<file path="config.mk">
export PLATFORM = sky130hd
export DESIGN_NAME = adc_scan_avg
export DESIGN_NICKNAME = d
export VERILOG_FILES = /design/src/rtl/adc_scan_avg.sv
export SDC_FILE = /design/constraint.sdc
export NUM_CORES = 1
export LEC_CHECK = 0
export ABC_AREA = 0
export ABC_CLOCK_PERIOD_IN_PS = 15300
export CORE_ASPECT_RATIO = 1.4
export CORE_MARGIN = 10
export CORE_UTILIZATION = 64
export CTS_CLUSTER_DIAMETER = 120
export DETAILED_ROUTE_END_ITERATION = 16
export PLACE_DENSITY = 0.86
export SETUP_SLACK_MARGIN = 0.5
export SKIP_CTS_REPAIR_TIMING = 1
export SLEW_MARGIN = 40
export SYNTH_ARGS = -nofsm -noshare
export SYNTH_HDL_FRONTEND = slang
export SYNTH_SLANG_ARGS = --single-unit
</file>
<file path="constraint.sdc">
create_clock -name sys_clk -period 15.3 [get_ports sys_clk]
set_clock_uncertainty 0.1 [all_clocks]
set_input_delay 3.06 -clock sys_clk [delete_from_list [all_inputs] [get_ports sys_clk]]
set_output_delay 3.06 -clock sys_clk [all_outputs]
set_load 0.02 [all_outputs]
</file>
<file path="src/rtl/adc_scan_avg.sv">
// Scans a channel range on the modular ADC, averages 2^AVG_LOG2 samples per
// channel, converts the average to millivolts and keeps a per-slot readback bank.
module adc_scan_avg #(
    parameter int NUM_CH   = 6,
    parameter int FIRST_CH = 1,
    parameter int AVG_LOG2 = 2,
    parameter int DATA_W   = 12,
    parameter int VREF_MV  = 5000,
    parameter int MV_W     = 13
) (
    input  logic              sys_clk,
    input  logic              reset_n,
    input  logic              enable,
    output logic              command_valid,
    output logic [4:0]        command_channel,
    output logic              command_startofpacket,
    output logic              command_endofpacket,
    input  logic              command_ready,
    input  logic              response_valid,
    input  logic [4:0]        response_channel,
    input  logic [DATA_W-1:0] response_data,
    output logic              result_valid,
    output logic [2:0]        result_slot,
    output logic [DATA_W-1:0] result_raw,
    output logic [MV_W-1:0]   result_mv,
    input  logic [2:0]        rd_slot,
    output logic [MV_W-1:0]   rd_mv,
    output logic              mismatch
);
    localparam int NUM_W  = DATA_W + MV_W;
    localparam int SUM_W  = DATA_W + AVG_LOG2;
    localparam int CNT_W  = (AVG_LOG2 > 0) ? AVG_LOG2 : 1;
    localparam int DCNT_W = $clog2(NUM_W);
    localparam logic [CNT_W-1:0]  CNT_LAST = CNT_W'((1 << AVG_LOG2) - 1);
    localparam logic [DCNT_W-1:0] DIV_LAST = DCNT_W'(NUM_W - 1);
    localparam logic [DATA_W:0]   DIVISOR  = {1'b0, {DATA_W{1'b1}}};
    localparam logic [2:0]        SLOT_LAST = 3'(NUM_CH - 1);

    typedef enum logic [2:0] {IDLE, CMD, WAIT, DIV, DONE} state_t;

    state_t              state, state_nxt;
    logic [2:0]          slot;
    logic [CNT_W-1:0]    cnt;
    logic [SUM_W-1:0]    sum;
    logic [DATA_W-1:0]   avg;
    logic [NUM_W-1:0]    dq;
    logic [DATA_W-1:0]   rem;
    logic [DCNT_W-1:0]   div_cnt;
    logic [MV_W-1:0]     bank [8];

    logic [SUM_W-1:0]    sum_nxt;
    logic [DATA_W:0]     trial;
    logic                q_bit;
    logic [DATA_W:0]     rem_full;
    logic                ch_match;
    logic                last_smp;

    function automatic logic [DATA_W-1:0] avg_of(input logic [SUM_W-1:0] total);
        avg_of = DATA_W'(total >> AVG_LOG2);
    endfunction

    assign command_channel       = 5'(FIRST_CH) + {2'b00, slot};
    assign command_valid         = (state == CMD);
    assign command_startofpacket = 1'b1;
    assign command_endofpacket   = 1'b1;

    assign ch_match = (response_channel == command_channel);
    assign last_smp = (cnt == CNT_LAST);
    assign sum_nxt  = sum + SUM_W'(response_data);

    // Restoring division: dq shifts the numerator out and the quotient in.
    assign trial    = {rem, dq[NUM_W-1]};
    assign q_bit    = (trial >= DIVISOR);
    assign rem_full = q_bit ? (trial - DIVISOR) : trial;

    assign rd_mv = (int'(rd_slot) < NUM_CH) ? bank[rd_slot] : '0;

    always_ff @(posedge sys_clk or negedge reset_n) begin
        if (!reset_n) state <= IDLE;
        else          state <= state_nxt;
    end

    always_comb begin
        state_nxt = state;
        case (state)
            IDLE: if (enable) state_nxt = CMD;
            CMD:  if (command_ready) state_nxt = WAIT;
            WAIT: if (response_valid && ch_match) state_nxt = last_smp ? DIV : CMD;
            DIV:  if (div_cnt == DIV_LAST) state_nxt = DONE;
            DONE: state_nxt = enable ? CMD : IDLE;
            default: state_nxt = IDLE;
        endcase
    end

    always_ff @(posedge sys_clk or negedge reset_n) begin
        if (!reset_n) begin
            slot         <= '0;
            cnt          <= '0;
            sum          <= '0;
            avg          <= '0;
            dq           <= '0;
            rem          <= '0;
            div_cnt      <= '0;
            result_valid <= 1'b0;
            result_slot  <= '0;
            result_raw   <= '0;
            result_mv    <= '0;
            mismatch     <= 1'b0;
            for (int i = 0; i < 8; i++) bank[i] <= '0;
        end else begin
            // Any response not consumed as the current channel's sample is dropped.
            mismatch     <= response_valid && !((state == WAIT) && ch_match);
            result_valid <= (state == DONE);
            case (state)
                WAIT: begin
                    if (response_valid && ch_match) begin
                        if (last_smp) begin
                            avg     <= avg_of(sum_nxt);
                            dq      <= NUM_W'(avg_of(sum_nxt)) * NUM_W'(VREF_MV);
                            rem     <= '0;
                            div_cnt <= '0;
                            cnt     <= '0;
                            sum     <= '0;
                        end else begin
                            sum <= sum_nxt;
                            cnt <= cnt + 1'b1;
                        end
                    end
                end
                DIV: begin
                    dq      <= {dq[NUM_W-2:0], q_bit};
                    rem     <= rem_full[DATA_W-1:0];
                    div_cnt <= div_cnt + 1'b1;
                end
                DONE: begin
                    result_slot <= slot;
                    result_raw  <= avg;
                    result_mv   <= dq[MV_W-1:0];
                    bank[slot]  <= dq[MV_W-1:0];
                    slot        <= (slot == SLOT_LAST) ? 3'd0 : slot + 3'd1;
                end
                default: ;
            endcase
        end
    end
endmodule

</file>
Yosys cells after proc, flatten, opt, wreduce, memory -nomap -nowiden. Cells that the tools add are included.

Memories kept: 0. Register bits after elaboration: 210. Bits in read-only memories: 0. RAM bits: 0. Latch bits: 0. Bits of input ports: 25.

Shift-type cells: 0. Magnitude comparators: 5. Reductions and logical operators: 11. Add/sub/neg operators: 6. Multipliers: 1. Div/mod/pow operators: 0. Multiplexer cells: 27. Bitwise gates (word level): 2. Equal/unequal tests: 13.

Operator list (count): bitwise mux 104 bit (1); two-way mux 13 bit (4); two-way mux 25 bit (2); case mux 25 bit (2 select lines) (1); binary-select mux 13 bit (select 3 bit) (1); demux 13 bit (select 3 bit) (1); two-way mux 12 bit (3); case mux 12 bit (2 select lines) (1); multiplier 12 x 10 -> 22 bit, second input constant (1); two-way mux 3 bit (5); case mux 3 bit (5 select lines) (1); adder 14 x 12 -> 14 bit (1); two-way mux 14 bit (1); greater-or-equal comparator 13 x 12 -> 1 bit, second input constant (1); subtractor 12 bit, second input constant (1); two-way mux 5 bit (2); case mux 5 bit (2 select lines) (1); greater-or-equal comparator 4 bit, second input constant (2); inequality test 2 bit, second input constant (4); NOT 3 -> 4 bit (2); equality test 3 x 2 -> 1 bit, second input constant (2); equality test 3 bit, second input constant (2); AND reduction 3 bit (2); adder 5 x 1 -> 5 bit, second input constant (1); other kinds (18) (22).

Longest topological paths before layout.
Word-level depth: 6. Mapped depth: 23. Gate-level depth less buffers: 23.

Worst setup path before layout. No wires, ideal clock.

Path type: input to register. From: input response_data[0]. To: register dq[21]. Arrival time: 8.327 ns. Stages: 23. Library setup time: 0.131 ns. Buffers on the path: 0. Slack: 6.742 ns. Path through: ha_1 > fa_1 > a211oi_1 > o21ai_0 > a21oi_1 > xor2_1 > inv_1 > fa_1 > ha_1 > inv_1 > fa_1 > inv_1 > ha_1 > inv_1 > fa_1 > inv_1 > ha_1 > nand2_1 > a2111oi_0 > nor2_1 > a41oi_1 > xnor2_1 > o21ai_0.

Cells in the longest elaborated chain, start to end: 5.

Ends and longest elaborated chain: start: declaration (line 21) `input logic [DATA_W-1:0] response_data,`; adder 14 x 12 -> 14 bit (line 69) `assign sum_nxt = sum + SUM_W'(response_data);`; via sum_nxt[8] (line 51) `logic [SUM_W-1:0] sum_nxt;`; multiplier 12 x 10 -> 22 bit (line 119) `dq <= NUM_W'(avg_of(sum_nxt)) * NUM_W'(VREF_MV);`; two-way mux 25 bit (line 117) `if (last_smp) begin`; two-way mux 25 bit (line 116) `if (response_valid && ch_match) begin`; case mux 25 bit (2 select lines) (line 114) `case (state)`; end signal: assignment (line 119); end signal: assignment (line 131) `dq <= {dq[NUM_W-2:0], q_bit};`; end: declaration (line 46) `logic [NUM_W-1:0] dq;`.

The timed path passes the listed nets, and every way through them passes these cells. The select of a mux whose other input is x is not followed. A chain may end at the register's enable or synchronous reset.

Worst setup path in the final report. Ends and elaborated chain as after synthesis.

==> impl_metrics.py <==
metrics = {
    "placement": {
        "portBuffers": 72,
        "dpl.cell_count": 1246,
        "dp_hpwl_um": 17000,
        "place_congestion": 0.900,
    },
    "floorplan": {
        "ios": 76,
        "initial_utilization": 0.656,
        "die_w_um": 129,
        "core_um2": 16300,
        "dieArea_um2": 22400,
        "fp.dieH_um": 173,
        "floorplan.rows": 55,
    },
    "routing": {
        "wl_per_cell_um": 19.0,
        "route.detailed.drc": 0,
        "ant_nets": 0,
        "vias": 7827,
        "via_per_inst": 6.12,
        "routed_wl_um": 24300,
        "drtIter0Drc": 517,
        "drtPass1Iterations": 5,
    },
    "sta": {
        "maxSlewHeadroom": 0.458,
        "rsz0062_at_grt": "false",
        "setup-violations-final": 0,
        "hold_viol": 0,
        "slew_violations": 0,
        "setup_tns_ns": 0,
        "post-route-min-period_ns": 9.43,
        "tightest_slew_ns": 0.810,
        "timing.hold.ws_ns": 0.376,
        "min_period_over_period": 0.617,
        "fmax_ghz": 0.106,
    },
    "min_path": {
        "holdCritPathClass": "reg2reg",
    },
    "critical_path": {
        "required_ns": 15.51,
        "cp.arrival_ns": 9.64,
        "critPathKind": "in2reg",
        "start_kind": "input pin",
        "endpoint_kind": "register",
        "crit_fanout": 5,
    },
    "clock_tree": {
        "cts_buffer_depth": 2,
        "cts_tree": "yes",
        "clock-sinks": 184,
        "worstSkewPairLatency_ns": 0.44,
        "ctsHtreeMaxLevel": 4,
        "cts_root_buffer": "clkbuf_16",
        "clk_pin_slew_ns": 0.07,
        "cts_buffers": 17,
    },
    "logic_synthesis": {
        "yosys_warnings": 0,
        "async_flop_share": 1.00,
        "synth_compound_gate_area_share": 0.119,
        "synth_xor_area_frac": 0.0303,
        "synth_seq_cells": 184,
        "synth_edf_count": 0,
        "ys_seq_area_frac": 0.430,
        "synth_fa_ha_area_frac": 0.132,
        "synth_common_cells": "184 x dfrtp_1, 153 x nand2_1, 91 x inv_1",
        "netlist_area_um2": 10700,
        "synthTopCellsByArea": "dfrtp_1 43%, ha_1 8.9%, mux2_2 8.4%",
        "synth_cell_types": 68,
        "synthFlopType": "dfrtp_1",
        "synth_cells": 1021,
        "yosysTopAreaCell": "dfrtp_1",
        "synth_top_family_by_area": "adder cells",
        "synthSimpleGateAreaFrac": 0.105,
        "synth_area_per_cell_um2": 10.5,
        "yosysMostFrequentCell": "dfrtp_1",
        "synth_top_area_frac": 0.430,
        "synthMuxAreaShare": 0.127,
    },
    "global_routing": {
        "grt_pass1_vias": 8233,
        "grt_antenna_before_repair": 0,
        "grt_pass1_wl_um": 40500,
        "overflow": 0,
        "grt_usage": 0.224,
        "grt_max_degree": 103,
    },
    "finish": {
        "multi_input_area_um2": 5510,
        "fillCellCount": 1040,
        "syn2layout_area_growth_pct": 12.9,
        "drive_gt1_frac": 0.142,
        "layout.nets": 1190,
        "final_cells": 1278,
        "seq_area_um2": 4600,
        "diodes": 0,
    },
    "run": {
        "max_cap_viol_count": 0,
    },
    "run_status": {
        "status": "complete, no violations",
    },
}
cell type report:
cell class,count,area share
clock inverters,14,0.0133
repair buffers,79,0.0643
well taps,199,0.0206
flip-flops and latches,184,0.381
multi-input cells,693,0.456
inverters,91,0.0283
clock buffers,18,0.0364
worst max-delay path, stage by stage:
cell             delay (ns)
clkdlybuf4s50_1        0.40
ha_1                   0.24
fa_1                   0.43
a211oi_1               0.42
o21ai_0                0.26
a21oi_1                0.24
xor2_1                 0.36
inv_1                  0.21
fa_1                   0.49
ha_1                   0.28
inv_1                  0.05
fa_1                   0.53
inv_1                  0.04
ha_1                   0.27
inv_1                  0.05
fa_1                   0.51
inv_1                  0.04
ha_1                   0.38
nand2_1                0.10
a2111oi_0              0.58
nor2_1                 0.17
a41oi_1                0.29
xnor2_1                0.14
o21ai_0                0.08
per-stage QoR:
stage / instance area (µm²) / worst slack [ns] / utilization
floorplan: 10700 / 6.74 / -
global placement: 11500 / 5.74 / 0.703
detailed placement: 11500 / 5.50 / 0.704
CTS: 12100 / 5.91 / 0.740
global route: 12100 / 5.49 / 0.741
finish: 12100 / 5.87 / 0.741
worst paths after layout:
kind / start / to / slack [ns] / depth (start not counted)
setup reg to reg: sum[0]$_DFFE_PN0P_ / dq[21]$_DFFE_PN0P_ / 8.53 / 23
min in group asynchronous: reset_n / bank[40]$_DFFE_PN0P_ / 2.55 / 1
hold / removal: result_raw[1]$_DFFE_PN0P_ / result_raw[1]$_DFFE_PN0P_ / 0.38 / 2
max in group asynchronous: reset_n / bank[72]$_DFFE_PN0P_ / 11.34 / 2
hold reg to reg: result_raw[1]$_DFFE_PN0P_ / result_raw[1]$_DFFE_PN0P_ / 0.38 / 2
setup / recovery: response_data[0] / dq[21]$_DFFE_PN0P_ / 5.87 / 24
state kept, by name, summed over array words and instances, names as in the netlist, 5 cells and up:
signal and count:
rem 12, bank 78, div_cnt 5, result_raw 12
result_mv 13, avg 12, sum 14, dq 25
cells in the final DEF, fill, tap and decap left out, drive strengths merged, types with 4 or more instances in the layout:
cell             n
a31oi            8
nand4            7
xor2            17
a22oi            8
mux4            13
mux2i           17
o21a             4
nand2          155
xnor2           20
o21ai           56
clkinv           7
nor2            33
and3             7
dfrtp          184
inv             96
o22ai           20
or3              6
nor2b            6
a21o            11
nor3             5
clkdlybuf4s50   70
and2             4
a211oi           5
ha              76
mux2            80
nand3           15
a21oi           32
buf              9
fa              23
o31ai           14
o211ai           4
a22o             6
clkbuf          18
per-layer routing:
layer  part of all wire  GRT usage  vias up
met5                  0          0        -
met4              0.030      0.105        0
met3              0.039     0.0386       50
met2               0.54      0.401      229
met1               0.39      0.248     3911
li1                   -          -     3637
logic make-up (layout without fill, tap and decap cells):
| logic type | after synthesis | count (layout) |
|---|---|---|
| DFF | 184 | 184 |
| adders and majority gates | 99 | 99 |
| xor gates and xnor gates | 37 | 37 |
| and+or+nand+nor | 252 | 252 |
| other | 2 | 3 |
| AOI/OAI and AO/OA | 192 | 192 |
| muxes | 110 | 110 |
| buffers and inverters | 145 | 202 |
Power is not shown: default switching activity piles up to over one toggle a cycle in this logic, so the estimate is an artifact.
==> RTL edit 1, RTL diff (same flow settings) <==
The parameter `DATA_W` goes from 12 to 24.
--- a/src/rtl/adc_scan_avg.sv
+++ b/src/rtl/adc_scan_avg.sv
@@ -6,3 +6,3 @@
     parameter int AVG_LOG2 = 2,
-    parameter int DATA_W   = 12,
+    parameter int DATA_W   = 24,
     parameter int VREF_MV  = 5000,
Ports: changed (resized response_data and result_raw); port bits go from 76 to 100. The function was not compared with the original's and may differ.
==> RTL edit 1 against the unedited design <==
Final area up 49%. Sequential cell count rose by 61. Via count rose by 59%. Register-to-register slack lost 1200 ps. Non-clock buffer count up 27. Wire length up 61%. Synthesized area rose by 49%. Worst setup slack lost 1200 ps. Die area is 42% higher. Global-route usage increased by 1.8 points. Highest routed layer unchanged.
Power is left out: the tool's default activity adds up to more than one toggle a clock period on the data nets, which glitch-free logic cannot reach.
==> RTL edit 1: results (changes against the unedited design) <==
outcome=finished, final reports clean (unchanged); post-synthesis compound-gate area fraction=0.128 (was 0.119); met2 track demand over resource=0.440 (was 0.401); comb_multi_in=1164 (was 693); Slowest cell on crit path=a2111oi_1 (was a2111oi_0); CP arrival=10990 ps (was 9640 ps); Crit Path Max Fanout=8 (was 5); Met3 Routed Length=1920 um (was 961 um); syn_area_per_cell=9.60 um^2 (was 10.5 um^2); DRT Pass-1 Iters=7 (was 5); Synth top cells by count=nand2_1, dfrtp_1, inv_1 (was dfrtp_1, nand2_1, inv_1); Layout Nets=1939 (was 1190); PortBufs=96 (was 72); Yosys reg bits=245 (was 184); Cells after DPL=2006 (was 1246); crit path capture=dq[35]$_DFFE_PN0P_ (was dq[21]$_DFFE_PN0P_); total CTS buffers=25 (was 17); synthesized-area fraction occupied by adder cells=0.172 (was 0.132); XOR/XNOR share of the synthesized area=0.0415 (was 0.0303); FF-to-FF setup slack=7310 ps (was 8530 ps); Layout fillers=1687 (was 1040); R2R cell count=27 (was 23); Rel. slew slack=0.397 (was 0.458); mux cell area share after synthesis=0.0840 (was 0.127); Inverters=176 (was 91); Placed Area=17100 um^2 (was 11500 um^2); clock buffer depth=3 (was 2); clock-cell share of area=0.0481 (was 0.0496); Synth area leaders=dfrtp_1, ha_1, fa_1 (was dfrtp_1, ha_1, mux2_2); largest net degree at the start of global routing=95 (was 103); Placer Congestion=0.905 (was 0.900); Crit path largest cell delay=750 ps (was 580 ps); Syn Inst Count=1666 (was 1021); fin worst setup slack=4690 ps (was 5870 ps); Seq/total area=0.340 (was 0.381); clock latency on the worst-skew pair=550 ps (was 440 ps); layout cell share with drive strength beyond 1=0.0967 (was 0.142); synth unique cells=75 (was 68); GRT Resource Usage Total=0.242 (was 0.224); M1 wire length=14700 um (was 9540 um); met2 WL post-DR=20800 um (was 13100 um); Non-CTS buffers=106 (was 79); sequential fraction of the synthesis area=0.383 (was 0.430); biggest regs=bank (78), dq (37), sum (26) (was bank (78), dq (25), sum (14)); H-tree depth=1 (was 4); grt met1 use=0.272 (was 0.248); first-pass GRT wire length=65000 um (was 40500 um); Layout Cells excl Fill=2052 (was 1278)
[RTL edit 1: cell types whose count changed in the layout (fill, tap and decap cells not counted), moves of 46 or more]
cell     before  now
dfrtp_1     184  245
ha_1         76  124
inv_1        91  174
nand2_1     153  251
nor2_1       33   79
o21ai_0      51  106
[RTL edit 1: worst min-delay path by stage]
stage                          startpoint                          to  slack, ps
2_1_floorplan         avg[22]$_DFFE_PN0P_  result_raw[22]$_DFFE_PN0P_        330
3_3_place_gp           avg[0]$_DFFE_PN0P_   result_raw[0]$_DFFE_PN0P_        350
3_5_place_dp           avg[7]$_DFFE_PN0P_   result_raw[7]$_DFFE_PN0P_        360
4_1_cts               avg[11]$_DFFE_PN0P_  result_raw[11]$_DFFE_PN0P_        370
5_1_grt        result_raw[12]$_DFFE_PN0P_  result_raw[12]$_DFFE_PN0P_        400
6_report              avg[11]$_DFFE_PN0P_  result_raw[11]$_DFFE_PN0P_        370
==> RTL edit 2, RTL diff (config.mk and constraints unchanged) <==
Made on the original files. Make the reset (`reset_n`) synchronous in 2 clocked blocks.
--- a/src/rtl/adc_scan_avg.sv
+++ b/src/rtl/adc_scan_avg.sv
@@ -77,3 +77,3 @@
 
-    always_ff @(posedge sys_clk or negedge reset_n) begin
+    always_ff @(posedge sys_clk) begin
         if (!reset_n) state <= IDLE;
@@ -94,3 +94,3 @@
 
-    always_ff @(posedge sys_clk or negedge reset_n) begin
+    always_ff @(posedge sys_clk) begin
         if (!reset_n) begin
Behaviour: differs if reset_n is asserted again (counterexample within 4 cycles, from zero or initial values and one cycle with reset_n low); with reset_n held inactive, the same outputs for 10 cycles.
==> RTL edit 2 against the unedited design <==
Sequential cell count unchanged. Synthesized area increased by 1.3%. Register-to-register slack got worse by 40 ps. Count of clock-buffer cells in the layout decreased by 1. Critical path depth decreased by 1. Worst setup slack got worse by 130 ps. Wire length increased by 5.8%. Via count increased by 8.2%. Final area increased by 1.5%. Global-route usage increased by 0.51 points. Fmax decreased by 1.3%. Critical path type unchanged. Critical endpoint is now dq[24]$_SDFFE_PN0P_. Largest cell class unchanged.
Power is left out: it rests on default switching activity, and per cell area and clock period it moved more than threefold.
==> RTL edit 2: results (changes against the unedited design) <==
outcome=finished, final reports clean (unchanged); Layout Cells excl Fill=1386 (was 1278); GRT Resource Usage Total=0.229 (was 0.224); Post-DP HPWL=18700 um (was 17000 um); Synth top cells by count=nand2_1, dfxtp_1, a21oi_1, inv_1, and2_1 (was dfrtp_1, nand2_1, inv_1); hold_sp=result_raw[11]$_SDFFE_PN0P_ (was result_raw[1]$_DFFE_PN0P_); 1st-iter DRT viols=685 (was 517); Slowest cell on crit path=xor2_1 (was a2111oi_0); most frequent cell after synthesis=nand2_1 (was dfrtp_1); routed via count=8467 (was 7827); FF-to-FF setup slack=8490 ps (was 8530 ps); sequential fraction of the synthesis area=0.412 (was 0.430); routing usage on met3=0.0362 (was 0.0386); first-pass GRT wire length=41500 um (was 40500 um); M1 wire length=9590 um (was 9540 um); RR Startpoint=sum[1]$_SDFFE_PN0P_ (was sum[0]$_DFFE_PN0P_); asr flop ratio synth=0 (was 1.00); met2 WL post-DR=13800 um (was 13100 um); Setup WS pre-CTS=5340 ps (was 5500 ps); crit path capture=dq[24]$_SDFFE_PN0P_ (was dq[21]$_DFFE_PN0P_); largest net degree at the start of global routing=76 (was 103); DR top layer=met4 (unchanged); crit path launch=response_data[1] (was response_data[0]); layout cell share with drive strength beyond 1=0.0676 (was 0.142); Crit Path Max Fanout=6 (was 5); Core ar.=16700 um^2 (was 16300 um^2); synth unique cells=67 (was 68); Placer Congestion=0.890 (was 0.900); Synth area leaders=edfxtp_1, dfxtp_1, ha_1 (was dfrtp_1, ha_1, mux2_2); Crit path largest cell delay=610 ps (was 580 ps); Placed Area=11600 um^2 (was 11500 um^2); met2 track demand over resource=0.417 (was 0.401); final wirelength=25800 um (was 24300 um); CP arrival=9770 ps (was 9640 ps); Syn Inst Count=1133 (was 1021); clock latency on the worst-skew pair=430 ps; Hold WC Path Type=reg2reg (unchanged); Met3 Routed Length=1200 um (was 961 um); top_reg_cell synth=dfxtp_1 (was dfrtp_1); Worst-Margin Slew=840 ps (was 810 ps); grt met1 use=0.245 (was 0.248); WHS=355 ps (was 376 ps); Antenna Diode Count=0 (unchanged); R2R cell count=22 (was 23); vias in the first global route=8419 (was 8233); hold endpoint=result_raw[11]$_SDFFE_PN0P_ (was result_raw[1]$_DFFE_PN0P_)
RTL edit 2: changes by cell type after synthesis, moves of 28 or more:
cell / change
clkbuf_1: +28
and2_1: +81
nand2_1: -30
a21oi_1: +57
dfrtp_1: -184
dfxtp_1: +106
mux2_2: -78
edfxtp_1: +78
nor2_1: +29
RTL edit 2: cells by family (layout without fill, tap and decap cells):
| logic type | count (synthesis) | count (layout) | share of synthesized area |
|---|---|---|---|
| compound gates | 235 | 235 | 0.142 |
| xor+xnor | 37 | 37 | 0.0312 |
| fa+ha+maj | 99 | 99 | 0.130 |
| buf+inv | 162 | 211 | 0.0593 |
| flops | 184 | 184 | 0.412 |
| mux | 39 | 39 | 0.0512 |
| other cells | 2 | 3 | 0.000693 |
| simple gates | 375 | 375 | 0.173 |
RTL edit 2: cell type report:
type / count / area, um^2
clock inverters: 15 / 184
well taps: 203 / 254
repair buffers: 90 / 856
flip-flops and latches: 184 / 4460
clock buffers: 17 / 425
fillers: 1139 / 4420
multi-input cells: 788 / 5740
inverters: 89 / 334
